**src/rtl/systolic_pkg.sv**
```systemverilog
// Shared constants and types for the systolic tile PE and its MAC.
// The SYSTOLIC_SATURATE_EN build option is consumed by systolic_mac.
package systolic_pkg;

    localparam int DW = 4;
    localparam int AW = 12;

    localparam logic [7:0] UIO_OE_MASK = 8'hF3;

    localparam int COL_CTRL_BIT     = 3;
    localparam int ROW_CTRL_BIT     = 2;
    localparam int COL_CTRL_OUT_BIT = 1;
    localparam int ROW_CTRL_OUT_BIT = 0;

    // Readout nibble selector: walks the accumulator from low to high nibble.
    typedef enum logic [1:0] {
        RC_LO  = 2'd0,
        RC_MID = 2'd1,
        RC_HI  = 2'd2
    } rc_e;

endpackage

```
**src/rtl/systolic_mac.sv**
```systemverilog
// Signed DW x DW multiply with AW-bit accumulate.
// Define SYSTOLIC_SATURATE_EN to clamp on overflow instead of wrapping.
module systolic_mac
    import systolic_pkg::*;
(
    input  logic                 clk,
    input  logic                 rst_n,
    input  logic                 ena,
    input  logic                 fire,
    input  logic signed [DW-1:0] a,
    input  logic signed [DW-1:0] b,
    output logic signed [AW-1:0] acc
);

    logic signed [2*DW-1:0] prod;
    logic signed [AW-1:0]   prod_ext;
    logic signed [AW:0]     sum_wide;
    logic signed [AW-1:0]   acc_next;

    always_comb begin
        prod     = a * b;
        prod_ext = {{(AW-2*DW){prod[2*DW-1]}}, prod};
        // One guard bit: the two top bits disagree exactly on signed overflow.
        sum_wide = {acc[AW-1], acc} + {prod_ext[AW-1], prod_ext};
`ifdef SYSTOLIC_SATURATE_EN
        if (sum_wide[AW] != sum_wide[AW-1]) begin
            acc_next = sum_wide[AW] ? {1'b1, {(AW-1){1'b0}}} : {1'b0, {(AW-1){1'b1}}};
        end else begin
            acc_next = sum_wide[AW-1:0];
        end
`else
        acc_next = sum_wide[AW-1:0];
`endif
    end

    always_ff @(posedge clk or negedge rst_n) begin
        if (!rst_n) begin
            acc <= '0;
        end else if (ena && fire) begin
            acc <= acc_next;
        end
    end

endmodule

```
**src/rtl/systolic_tile_pe.sv**
```systemverilog
// One systolic PE tile on the TinyTapeout pinout: operand forwarding, MAC and
// serial nibble readout of the accumulator. Build option: SYSTOLIC_SATURATE_EN.
module systolic_tile_pe
    import systolic_pkg::*;
(
    input  logic       clk,
    input  logic       rst_n,
    input  logic       ena,
    input  logic [7:0] ui_in,
    output logic [7:0] uo_out,
    input  logic [7:0] uio_in,
    output logic [7:0] uio_out,
    output logic [7:0] uio_oe
);

    logic [DW-1:0]        col_q;
    logic [DW-1:0]        row_q;
    logic                 col_v_q;
    logic                 row_v_q;
    rc_e                  rc_q;
    rc_e                  rc_next;
    logic signed [AW-1:0] acc;
    logic [DW-1:0]        nib;
    logic                 fire;
    logic                 unused_uio;

    assign fire       = uio_in[COL_CTRL_BIT] & uio_in[ROW_CTRL_BIT];
    assign unused_uio = ^{uio_in[7:4], uio_in[1:0]};

    systolic_mac u_mac (
        .clk   (clk),
        .rst_n (rst_n),
        .ena   (ena),
        .fire  (fire),
        .a     ($signed(ui_in[2*DW-1:DW])),
        .b     ($signed(ui_in[DW-1:0])),
        .acc   (acc)
    );

    always_ff @(posedge clk or negedge rst_n) begin
        if (!rst_n) begin
            col_q   <= '0;
            row_q   <= '0;
            col_v_q <= 1'b0;
            row_v_q <= 1'b0;
            rc_q    <= RC_LO;
        end else if (ena) begin
            col_q   <= ui_in[2*DW-1:DW];
            row_q   <= ui_in[DW-1:0];
            col_v_q <= uio_in[COL_CTRL_BIT];
            row_v_q <= uio_in[ROW_CTRL_BIT];
            rc_q    <= rc_next;
        end
    end

    always_comb begin
        case (rc_q)
            RC_LO:   rc_next = RC_MID;
            RC_MID:  rc_next = RC_HI;
            default: rc_next = RC_LO;
        endcase
    end

    always_comb begin
        case (rc_q)
            RC_LO:   nib = acc[DW-1:0];
            RC_MID:  nib = acc[2*DW-1:DW];
            default: nib = acc[3*DW-1:2*DW];
        endcase
    end

    always_comb begin
        uo_out                    = {col_q, row_q};
        uio_out                   = '0;
        uio_out[7:4]              = nib;
        uio_out[COL_CTRL_OUT_BIT] = col_v_q;
        uio_out[ROW_CTRL_OUT_BIT] = row_v_q;
        uio_oe                    = UIO_OE_MASK;
    end

endmodule

```
**config.mk**
```make
export PLATFORM = sky130hd
export DESIGN_NAME = systolic_tile_pe
export DESIGN_NICKNAME = d
export VERILOG_FILES = /design/src/rtl/systolic_pkg.sv /design/src/rtl/systolic_mac.sv /design/src/rtl/systolic_tile_pe.sv
export SDC_FILE = /design/constraint.sdc
export NUM_CORES = 1
export LEC_CHECK = 0
export ABC_CLOCK_PERIOD_IN_PS = 3700
export CAP_MARGIN = 10
export CORE_MARGIN = 2
export CORE_UTILIZATION = 54
export DETAILED_ROUTE_END_ITERATION = 8
export GPL_ROUTABILITY_DRIVEN = 0
export GPL_TIMING_DRIVEN = 0
export PLACE_DENSITY = 0.81
export SETUP_SLACK_MARGIN = 0.2
export SYNTH_ARGS = -nofsm -noshare
export SYNTH_HDL_FRONTEND = slang
export SYNTH_SLANG_ARGS = --single-unit
```
**constraint.sdc**
```tcl
create_clock -name clk -period 3.7 [get_ports clk]
set_clock_uncertainty 0.2 [all_clocks]
set_input_delay 0.555 -clock clk [delete_from_list [all_inputs] [get_ports clk]]
set_output_delay 0.555 -clock clk [all_outputs]
set_load 0.03 [all_outputs]
```
; Word-level counts from Yosys, hierarchy flattened
; Index checks and enable logic that the tools add are counted.
; Widths: inputs -> output; s select.
[totals]
regBits = 24
in_bits = 19
[op_classes]
n_addsub = 1
mul = 1
eq_ne = 1
mux = 2
n_bitwise = 1
reduce_logical = 2
[ops]
columns = cell, count
row1 = $add 12x8->12, 1
row2 = $mul 4x4->8, 1
row3 = $pmux 4 s2, 1
row4 = $pmux 2 s2, 1
row5 = $eq 2x1->1 const B, 1
row6 = $logic_not 2->1, 1
row7 = $and 1x1->1, 1
row8 = $logic_and 1x1->1, 1

; Logic depth before layout (Yosys ltp)
; Gate-level depths: netlist (run 1).
[logic_depth]
depth_word = 2
ltp_mapped = 13
ltp_nobuf = 13

; By module
; From an unflattened synthesis (run 1), not the netlist that was laid out.
[unflattened]
hier_cells = 240
hier_area_um2 = 2417.3
[modules_own_cells]
columns = mod, instances, cells_per_inst, area_each_um2
row1 = systolic_mac, 1, 183, 1734.2
row2 = systolic_tile_pe, 1, 57, 683.2

; Least setup slack after synthesis (run 1)
; OpenSTA, ideal clock, no wires.
[synth_path]
path_kind = input -> register
start = input ui_in[7]
end = register u_mac.acc[11]
arrival_ps = 3612
required_time_ps = 3379
path_slack_ps = -233
path_stages = 12
cell_sequence = mux2_2 ha_1 fa_1 inv_1 fa_1 inv_1 ha_1 a21o_1 or3_1 o22ai_2 xnor2_1 o21ai_1
[synth_between]
elab_chain_cells = 2
[synth_rtl]
columns = element, line_no
row1 = "start, declared", systolic_tile_pe.sv:9  ; input logic [7:0] ui_in,
row2 = $mul 4x4->8, systolic_mac.sv:21  ; prod = a * b;
row3 = $add 12x8->12, systolic_mac.sv:24  ; sum_wide = {acc[AW-1], acc} + {prod_ext[AW-1], prod_ext};
row4 = "end signal, assigned", systolic_mac.sv:40  ; acc <= acc_next;
row5 = "end, declared", systolic_mac.sv:12  ; output logic signed [AW-1:0] acc
; Every way passes these cells.
; A chain may end at the register's enable or synchronous reset.

; Final worst setup path (run 1)
[layout_path]
start = input ui_in[0]
end = register u_mac.acc[11]
; Same word-level chain as after synthesis.

==> results of run 1 <==
## layer usage
| metal | global-route usage | share of wire | vias up |
|---|---|---|---|
| met3 | 0.008439 | 0.027 | 9 |
| met1 | 0.3036 | 0.45 | 900 |
| met2 | 0.3416 | 0.51 | 44 |
| met4 | 0.04403 | 0.014 | 0 |
| met5 | 0 | 0 | - |
| li1 | - | - | 867 |
## report_power, final
group | switching (mW) | leakage [nW] | internal, mW
registers | 0.0809 | 0.290 | 0.342
logic | 1.09 | 1.19 | 1.06
clock network | 0.0808 | 0.0216 | 0.0728
## worst register-to-register path, cell delays in order, from the launching register on
cell,delay (ns)
dfrtp_1,0.43
fa_1,0.53
inv_2,0.04
fa_1,0.47
fa_1,0.53
inv_1,0.06
ha_1,0.28
a21oi_2,0.21
o2111ai_4,0.16
buf_6,0.16
o22ai_4,0.14
xnor2_2,0.14
o21ai_1,0.09
## synthesized netlist by cell type, drive strengths merged (2+ instances only)
| cell | number |
|---|---|
| and2 | 10 |
| nand2b | 4 |
| a21oi | 3 |
| buf | 13 |
| nor2b | 3 |
| a211oi | 2 |
| nand3 | 4 |
| mux2i | 5 |
| xnor2 | 7 |
| nor3b | 4 |
| ha | 25 |
| xor2 | 3 |
| fa | 22 |
| nor4b | 2 |
| clkbuf | 5 |
| conb | 2 |
| inv | 48 |
| dfrtp | 24 |
| or3 | 2 |
| nand2 | 14 |
| o21ai | 15 |
| o211ai | 2 |
| mux2 | 14 |
## area by class of cell
cell class | instances | area (um^2)
Multi-Input combinational cell | 163 | 1764
Sequential cell | 24 | 600.6
Fill cell | 303 | 1165
Timing Repair Buffer | 40 | 394.1
Clock buffer | 3 | 41.29
Buffer | 18 | 143.9
Tap cell | 52 | 65.06
Inverter | 48 | 180.2
## what timing repair did
item / CTS / global route
setup endpoints to repair: 8 / 8
buffers inserted: 9 / 4
gates resized for setup: 45 / 31
pin swaps: 21 / 22
## kinds of logic after synthesis
kind of cell | Yosys count
DFF | 24
xor gates and xnor gates | 10
and+or+nand+nor | 48
adders and majority gates | 47
buffers and inverters | 66
muxes | 19
AOI/OAI and AO/OA | 29
other | 2
## registers in the layout (all words and copies together), names as in the netlist
signal     flops
rc_q           2
row_v_q        1
col_q          4
col_v_q        1
u_mac.acc     12
row_q          4
## through the flow
| stage | cells | hold slack (ns) | setup TNS [ns] | worst slack [ns] |
|---|---|---|---|---|
| final | 348 | 0.3107 | 0 | 0.1075 |
| after floorplan | 253 | 0.05941 | 0 | 0.1546 |
| after CTS | 343 | 0.3147 | -0.03020 | -0.02331 |
| after detailed placement | 331 | 0.2948 | -3.709 | -0.6798 |
| after global placement | 331 | 0.2897 | -3.593 | -0.6658 |
| after global routing | 348 | 0.3195 | 0 | 0.01157 |
## final timing paths
kind                              start       endpoint  slack, ns
max                            ui_in[0]  u_mac.acc[11]       0.11
min                            col_q[0]       col_q[0]       0.31
max reg2reg                u_mac.acc[3]  u_mac.acc[11]       0.18
min reg2reg                    col_q[0]       col_q[0]       0.31
max in group asynchronous         rst_n   u_mac.acc[0]       2.38
min in group asynchronous         rst_n  u_mac.acc[10]       0.43
==> reports/qor.yml, run 1 <==
run_status:
  status: "finished clean"
worst_setup_path:
  rr_worst_depth: 12
  critPathMaxStageDelay_ns: 0.53
  path_depth: 14
  cp_slowest_cell: "fa_1"
  worst-path-max-fanout: 2
  crit_type: "primary input to register"
  required_ns: 3.66
  arrival_ns: 3.55
  start_kind: "primary input"
  worstSetupEndpointType: "register"
  cp_num_buf_inv: 4
  worst_path_dominant_cell_family: "adder cells"
  path_cells: "buf_8, and2_4, fa_1, inv_2, fa_1, fa_1, inv_1, ha_1, a21oi_2, o2111ai_4, buf_6, o22ai_4, xnor2_2, o21ai_1"
  cpMostUsedCell: "fa_1"
global_route:
  antenna_found_initial: 0
  grt_pass1_wl_mm: 8.335
  grt-ovfl-total: 0
  grt_max_degree: 25
  grt_pass1_vias: 1803
  track_usage: 0.2056
sta:
  finalHoldViolations: 0
  slew_headroom: 0.6476
  max_freq_mhz: 278.4
  worst_pin_slew_ns: 0.5270
  grt_setup_unrepaired: "true"
  fin_crit_sh: 0.9709
  setup_viol: 0
  slew_violations: 0
  timing.final.crit_period_ns: 3.592
finish:
  final_area_um2: 3189
  area_growth_pct: 30.65
  final_util: 0.7325
  final_common_cell: "inv_1"
  layout_common_cells: "inv_1 (43), dfrtp_1 (24), buf_4 (23), fa_1 (21), clkdlybuf4s50_1 (18)"
  drive_gt1_frac: 0.2973
  layout.nets: 364
  antenna_cells: 0
worst_hold_path:
  min_path_type: "register to register"
  hold_path_depth: 1
logic_synthesis:
  synthesis.area_um2: 2441
  async_reset_ff_frac: 1.000
  synth_top_area_share: 0.2460
  synth_compound_area_frac: 0.07842
  synth_fa_ha_area_frac: 0.3086
  synth_seq_cells: 24
  synth_top_cell_by_area: "dfrtp_1"
  yosys.area_share.simple: 0.1143
  synth_cells: 245
  synth_area_leaders: "dfrtp_1 (25%), fa_1 (18%), ha_1 (13%)"
  synth_cell_types: 41
  yosys_warnings: 0
  synth_top_family_by_area: "adder cells"
  synth_edf_count: 0
  synth_xor_area_frac: 0.03588
  synth_flop_cell: "dfrtp_1"
  ys_seq_area_frac: 0.2460
  syn_area_per_cell_um2: 9.964
  synthMuxAreaShare: 0.08508
floorplanning:
  start_util: 0.5606
  io_pins: 43
  core_area_um2: 4354
  die_area_um2: 5074
  die_height_um: 71.24
  core.rowCount: 24
  die_w_um: 71.24
clock_network:
  clock_path_buffers: 2
  clk_latency_ns: 0.26
  cts.clk_slew.worst_paths_ns: 0.09
  clock-sinks: 24
  hold_buffers: 0
  cts_max_level: 1
  cts_inserted_buffers: 3
  cts_tree: "done"
  cts_root_buf: "clkbuf_8"
drt:
  drt-total-wl_mm: 5.141
  drtIter0Drc: 75
  vias_per_cell: 5.230
  wl_per_cell_um: 14.77
  vias: 1820
  ant_nets: 0
  dr.pass1.iters: 5
  drc_errors: 0
placed_design:
  hpwl_mm: 3.670
  placed_area_um2: 2899
  port_buffers: 26
power:
  power_density_nw_per_um2: 856.0
  finalPower_mw: 2.730
  leakagePower_nw: 1.501
  ir_worst_vdd_v: 0.0005750
run:
  maxCapViolations: 0
(Power assumes the default switching activity.)
==> run 2, diff against run 1 <==
Settings changed: ABC_AREA set to 1.
==> run 2 against run 1 <==
Net effect: area after synthesis increased by 4.6%; sequential share of layout area decreased by 0.18 points; core utilization decreased by 3.7 points; maximum frequency increased by 4.5%; wire length increased by 9.6%; cell count increased by 27%; total power decreased by 3.2%; clock power increased by 53%.
==> reports/qor.yml, run 2 <==
drt:
  vias: 2168  # was 1820
  drtIter0Drc: 109  # was 75
  wl_per_cell_um: 12.74  # was 14.77 um
  dr.pass1.iters: 4  # was 5
  drc_errors: 0  # unchanged
  ant_nets: 0  # unchanged
  vias_per_cell: 4.905  # was 5.230
  drt-total-wl_mm: 5.632  # was 5.141 mm
sta:
  fin_crit_sh: 0.9293  # was 0.9709
  grt_setup_unrepaired: "false"  # was true
  worst_pin_slew_ns: 1.058  # was 0.5270 ns
  setup_ws_ns: 0.2616  # was 0.1075 ns
  holdWs_ns: 0.2775  # was 0.3107 ns
  finalHoldViolations: 0  # unchanged
  slew_violations: 0  # unchanged
  timing.final.crit_period_ns: 3.438  # was 3.592 ns
  setup_viol: 0  # unchanged
  tns_ns: 0  # unchanged
  slew_headroom: 0.2922  # was 0.6476
  max_freq_mhz: 290.8  # was 278.4 MHz
clock_network:
  hold_buffers: 0  # unchanged
  cts_max_level: 1  # unchanged
  clock_path_buffers: 2  # unchanged
  cts_inserted_buffers: 3  # unchanged
  clk_latency_ns: 0.27  # was 0.26 ns
  cts_tree: "done"  # unchanged
  clock-sinks: 24  # unchanged
  cts.clk_slew.worst_paths_ns: 0.09  # about the same
  cts_root_buf: "clkbuf_8"  # unchanged
worst_setup_path:
  cpMostUsedCell: "nand2_1"  # was fa_1
  path_cells: "buf_4, nand2_4, clkinv_4, fa_1, inv_1, fa_1, fa_2, fa_2, nand3b_1, nand2_2, nand3_2, nand2_1, nand2_1, nand3_1, nand2_1"  # was buf_8, and2_4, fa_1, inv_2, fa_1, fa_1, inv_1, ha_1, a21oi_2, o2111ai_4, buf_6, o22ai_4, xnor2_2, o21ai_1
  start_kind: "primary input"  # unchanged
  arrival_ns: 3.41  # was 3.55 ns
  cp_slowest_cell: "fa_1"  # unchanged
  worst_path_dominant_cell_family: "adder cells"  # unchanged
  worstSetupEndpointType: "register"  # unchanged
  crit_type: "primary input to register"  # unchanged
  cp_num_buf_inv: 3  # was 4
  critPathMaxStageDelay_ns: 0.56  # was 0.53 ns
  required_ns: 3.67  # was 3.66 ns
  worst-path-max-fanout: 6  # was 2
finish:
  area_growth_pct: 26.07  # was 30.65%
  layout_common_cells: "nand2_1 (115), inv_1 (65), buf_4 (24), dfrtp_1 (24), fa_1 (20)"  # was inv_1 (43), dfrtp_1 (24), buf_4 (23), fa_1 (21), clkdlybuf4s50_1 (18)
  antenna_cells: 0  # unchanged
  final_common_cell: "nand2_1"  # was inv_1
  layout.nets: 455  # was 364
  final_area_um2: 3219  # was 3189 um^2
  final_util: 0.6954  # was 0.7325
  finalNonFillerCells: 442  # was 348
  drive_gt1_frac: 0.1985  # was 0.2973
  reg.largest.list: "u_mac.acc: 12 flops, col_q: 4 flops, row_q: 4 flops"  # unchanged
  top_register: "u_mac.acc"  # unchanged
  largest_reg_flops: 12  # unchanged
floorplanning:
  core.rowCount: 25  # was 24
  core_area_um2: 4629  # was 4354 um^2
  die_w_um: 72.77  # was 71.24 um
  start_util: 0.5516  # was 0.5606
  die_height_um: 72.77  # was 71.24 um
  die_area_um2: 5295  # was 5074 um^2
  io_pins: 43  # unchanged
logic_synthesis:
  synth_cells: 341  # was 245
  synth_top_cell_by_area: "dfrtp_1"  # unchanged
  synth_xor_area_frac: 0.01372  # was 0.03588
  synthesis.area_um2: 2554  # was 2441 um^2
  yosys_warnings: 0  # unchanged
  yosysMostFrequentCell: "nand2_1"  # was inv_1
  synth_cell_types: 26  # was 41
  ys_seq_area_frac: 0.2352  # was 0.2460
  synth_flop_cell: "dfrtp_1"  # unchanged
  yosys.area_share.simple: 0.2562  # was 0.1143
  synth_edf_count: 0  # unchanged
  synth_fa_ha_area_frac: 0.2950  # was 0.3086
  synth_top_area_share: 0.2352  # was 0.2460
  synth_seq_cells: 24  # unchanged
  synth_top_family_by_area: "adder cells"  # unchanged
  synth_area_leaders: "dfrtp_1 (24%), nand2_1 (18%), fa_1 (17%)"  # was dfrtp_1 (25%), fa_1 (18%), ha_1 (13%)
  ys_top_cells_by_count: "nand2_1 (121), inv_1 (69), ha_1 (25), dfrtp_1 (24), fa_1 (22)"  # was inv_1 (48), ha_1 (25), dfrtp_1 (24), fa_1 (22)
  async_reset_ff_frac: 1.000  # unchanged
  synth_compound_area_frac: 0.04018  # was 0.07842
  syn_area_per_cell_um2: 7.489  # was 9.964 um^2
  synthMuxAreaShare: 0  # was 0.08508
placed_design:
  dpl_worst_slack_ns: -0.7125  # was -0.6798 ns
  port_buffers: 26  # unchanged
  placed_area_um2: 2942  # was 2899 um^2
  hpwl_mm: 4.274  # was 3.670 mm
  placedCellCount: 429  # was 331
power:
  finalPower_mw: 2.642  # was 2.730 mW
  pwr-share-clk: 0.089  # was 0.056
  switchingPower_mw: 1.282  # was 1.255 mW
  power_density_nw_per_um2: 820.5  # was 856.0 nW/um^2
  ir_worst_vdd_v: 0.0007000  # was 0.0005750 V
  swShare: 0.4855  # was 0.4599
  leakagePower_nw: 1.790  # was 1.501 nW
  p_int_mw: 1.359  # was 1.474 mW
  combPwrFrac: 0.753  # was 0.789
  p_seq_frac: 0.158  # was 0.155
global_route:
  antenna_found_initial: 0  # unchanged
  grt_pass1_wl_mm: 9.411  # was 8.335 mm
  grt_pass1_vias: 2176  # was 1803
  grt-ovfl-total: 0  # unchanged
  grt_max_degree: 25  # unchanged
  track_usage: 0.2309  # was 0.2056
run:
  maxCapViolations: 0  # unchanged
worst_hold_path:
  min_path_type: "register to register"  # unchanged
run_status:
  status: "finished clean"  # unchanged
## run 2: cells by family after synthesis
family	count (synthesis)
AO/OA/AOI/OAI	19
XOR/XNOR	4
adder cells (fa/ha/maj)	47
buffers and inverters	90
flip-flops	24
other	2
AND/OR/NAND/NOR	155
## run 2: power groups by stage
stage               clock [mW]  combinational [mW]  sequential, mW
global placement             0                1.60           0.419
detailed placement           0                1.66           0.420
CTS                      0.237                1.81           0.415
floorplan                    0                1.25           0.411
global route             0.247                2.22           0.428
finish                   0.235                1.99           0.417
## run 2: worst paths after layout
kind	end	depth (start not counted)	start	slack, ns
min reg2reg	col_v_q	2	col_v_q	0.28
max in group asynchronous	u_mac.acc[8]	1	rst_n	2.02
max	u_mac.acc[10]	15	ui_in[0]	0.26
min in group asynchronous	row_q[3]	1	rst_n	0.65
max reg2reg	u_mac.acc[10]	12	u_mac.acc[3]	0.37
min	col_v_q	2	col_v_q	0.28
## run 2: tightest hold or removal path: cells and delay by family (launching register included)
kind	cells	cell delay, ns
DFF	1	0.35
and+or+nand+nor	2	0.10
## run 2: per-layer routing
metal  share of wire  GRT usage  up-vias  wire length [um]
met5               0          0        -                 0
met4           0.026    0.08436        0               148
met3           0.039    0.02486       14               220
met2            0.53     0.4212       52              2975
met1            0.41     0.2800     1016              2287
li1                -          -     1086                 -
## run 2: timing repair
action                     4_1_cts  5_1_grt
cloned                           0        0
buffers inserted                 9        1
setup endpoints to repair        9        7
pin swaps                       18       19
resized for setup               47       26
## run 2: area by class of cell
type	instances	area (um^2)
multi-input cells	235	1760
fillers	398	1410
flip-flops and latches	24	600.6
repair buffers	36	316.6
inverters	74	297.8
plain buffers	15	105.1
well taps	54	67.56
clock buffers	3	41.29
clock inverters	1	30.03
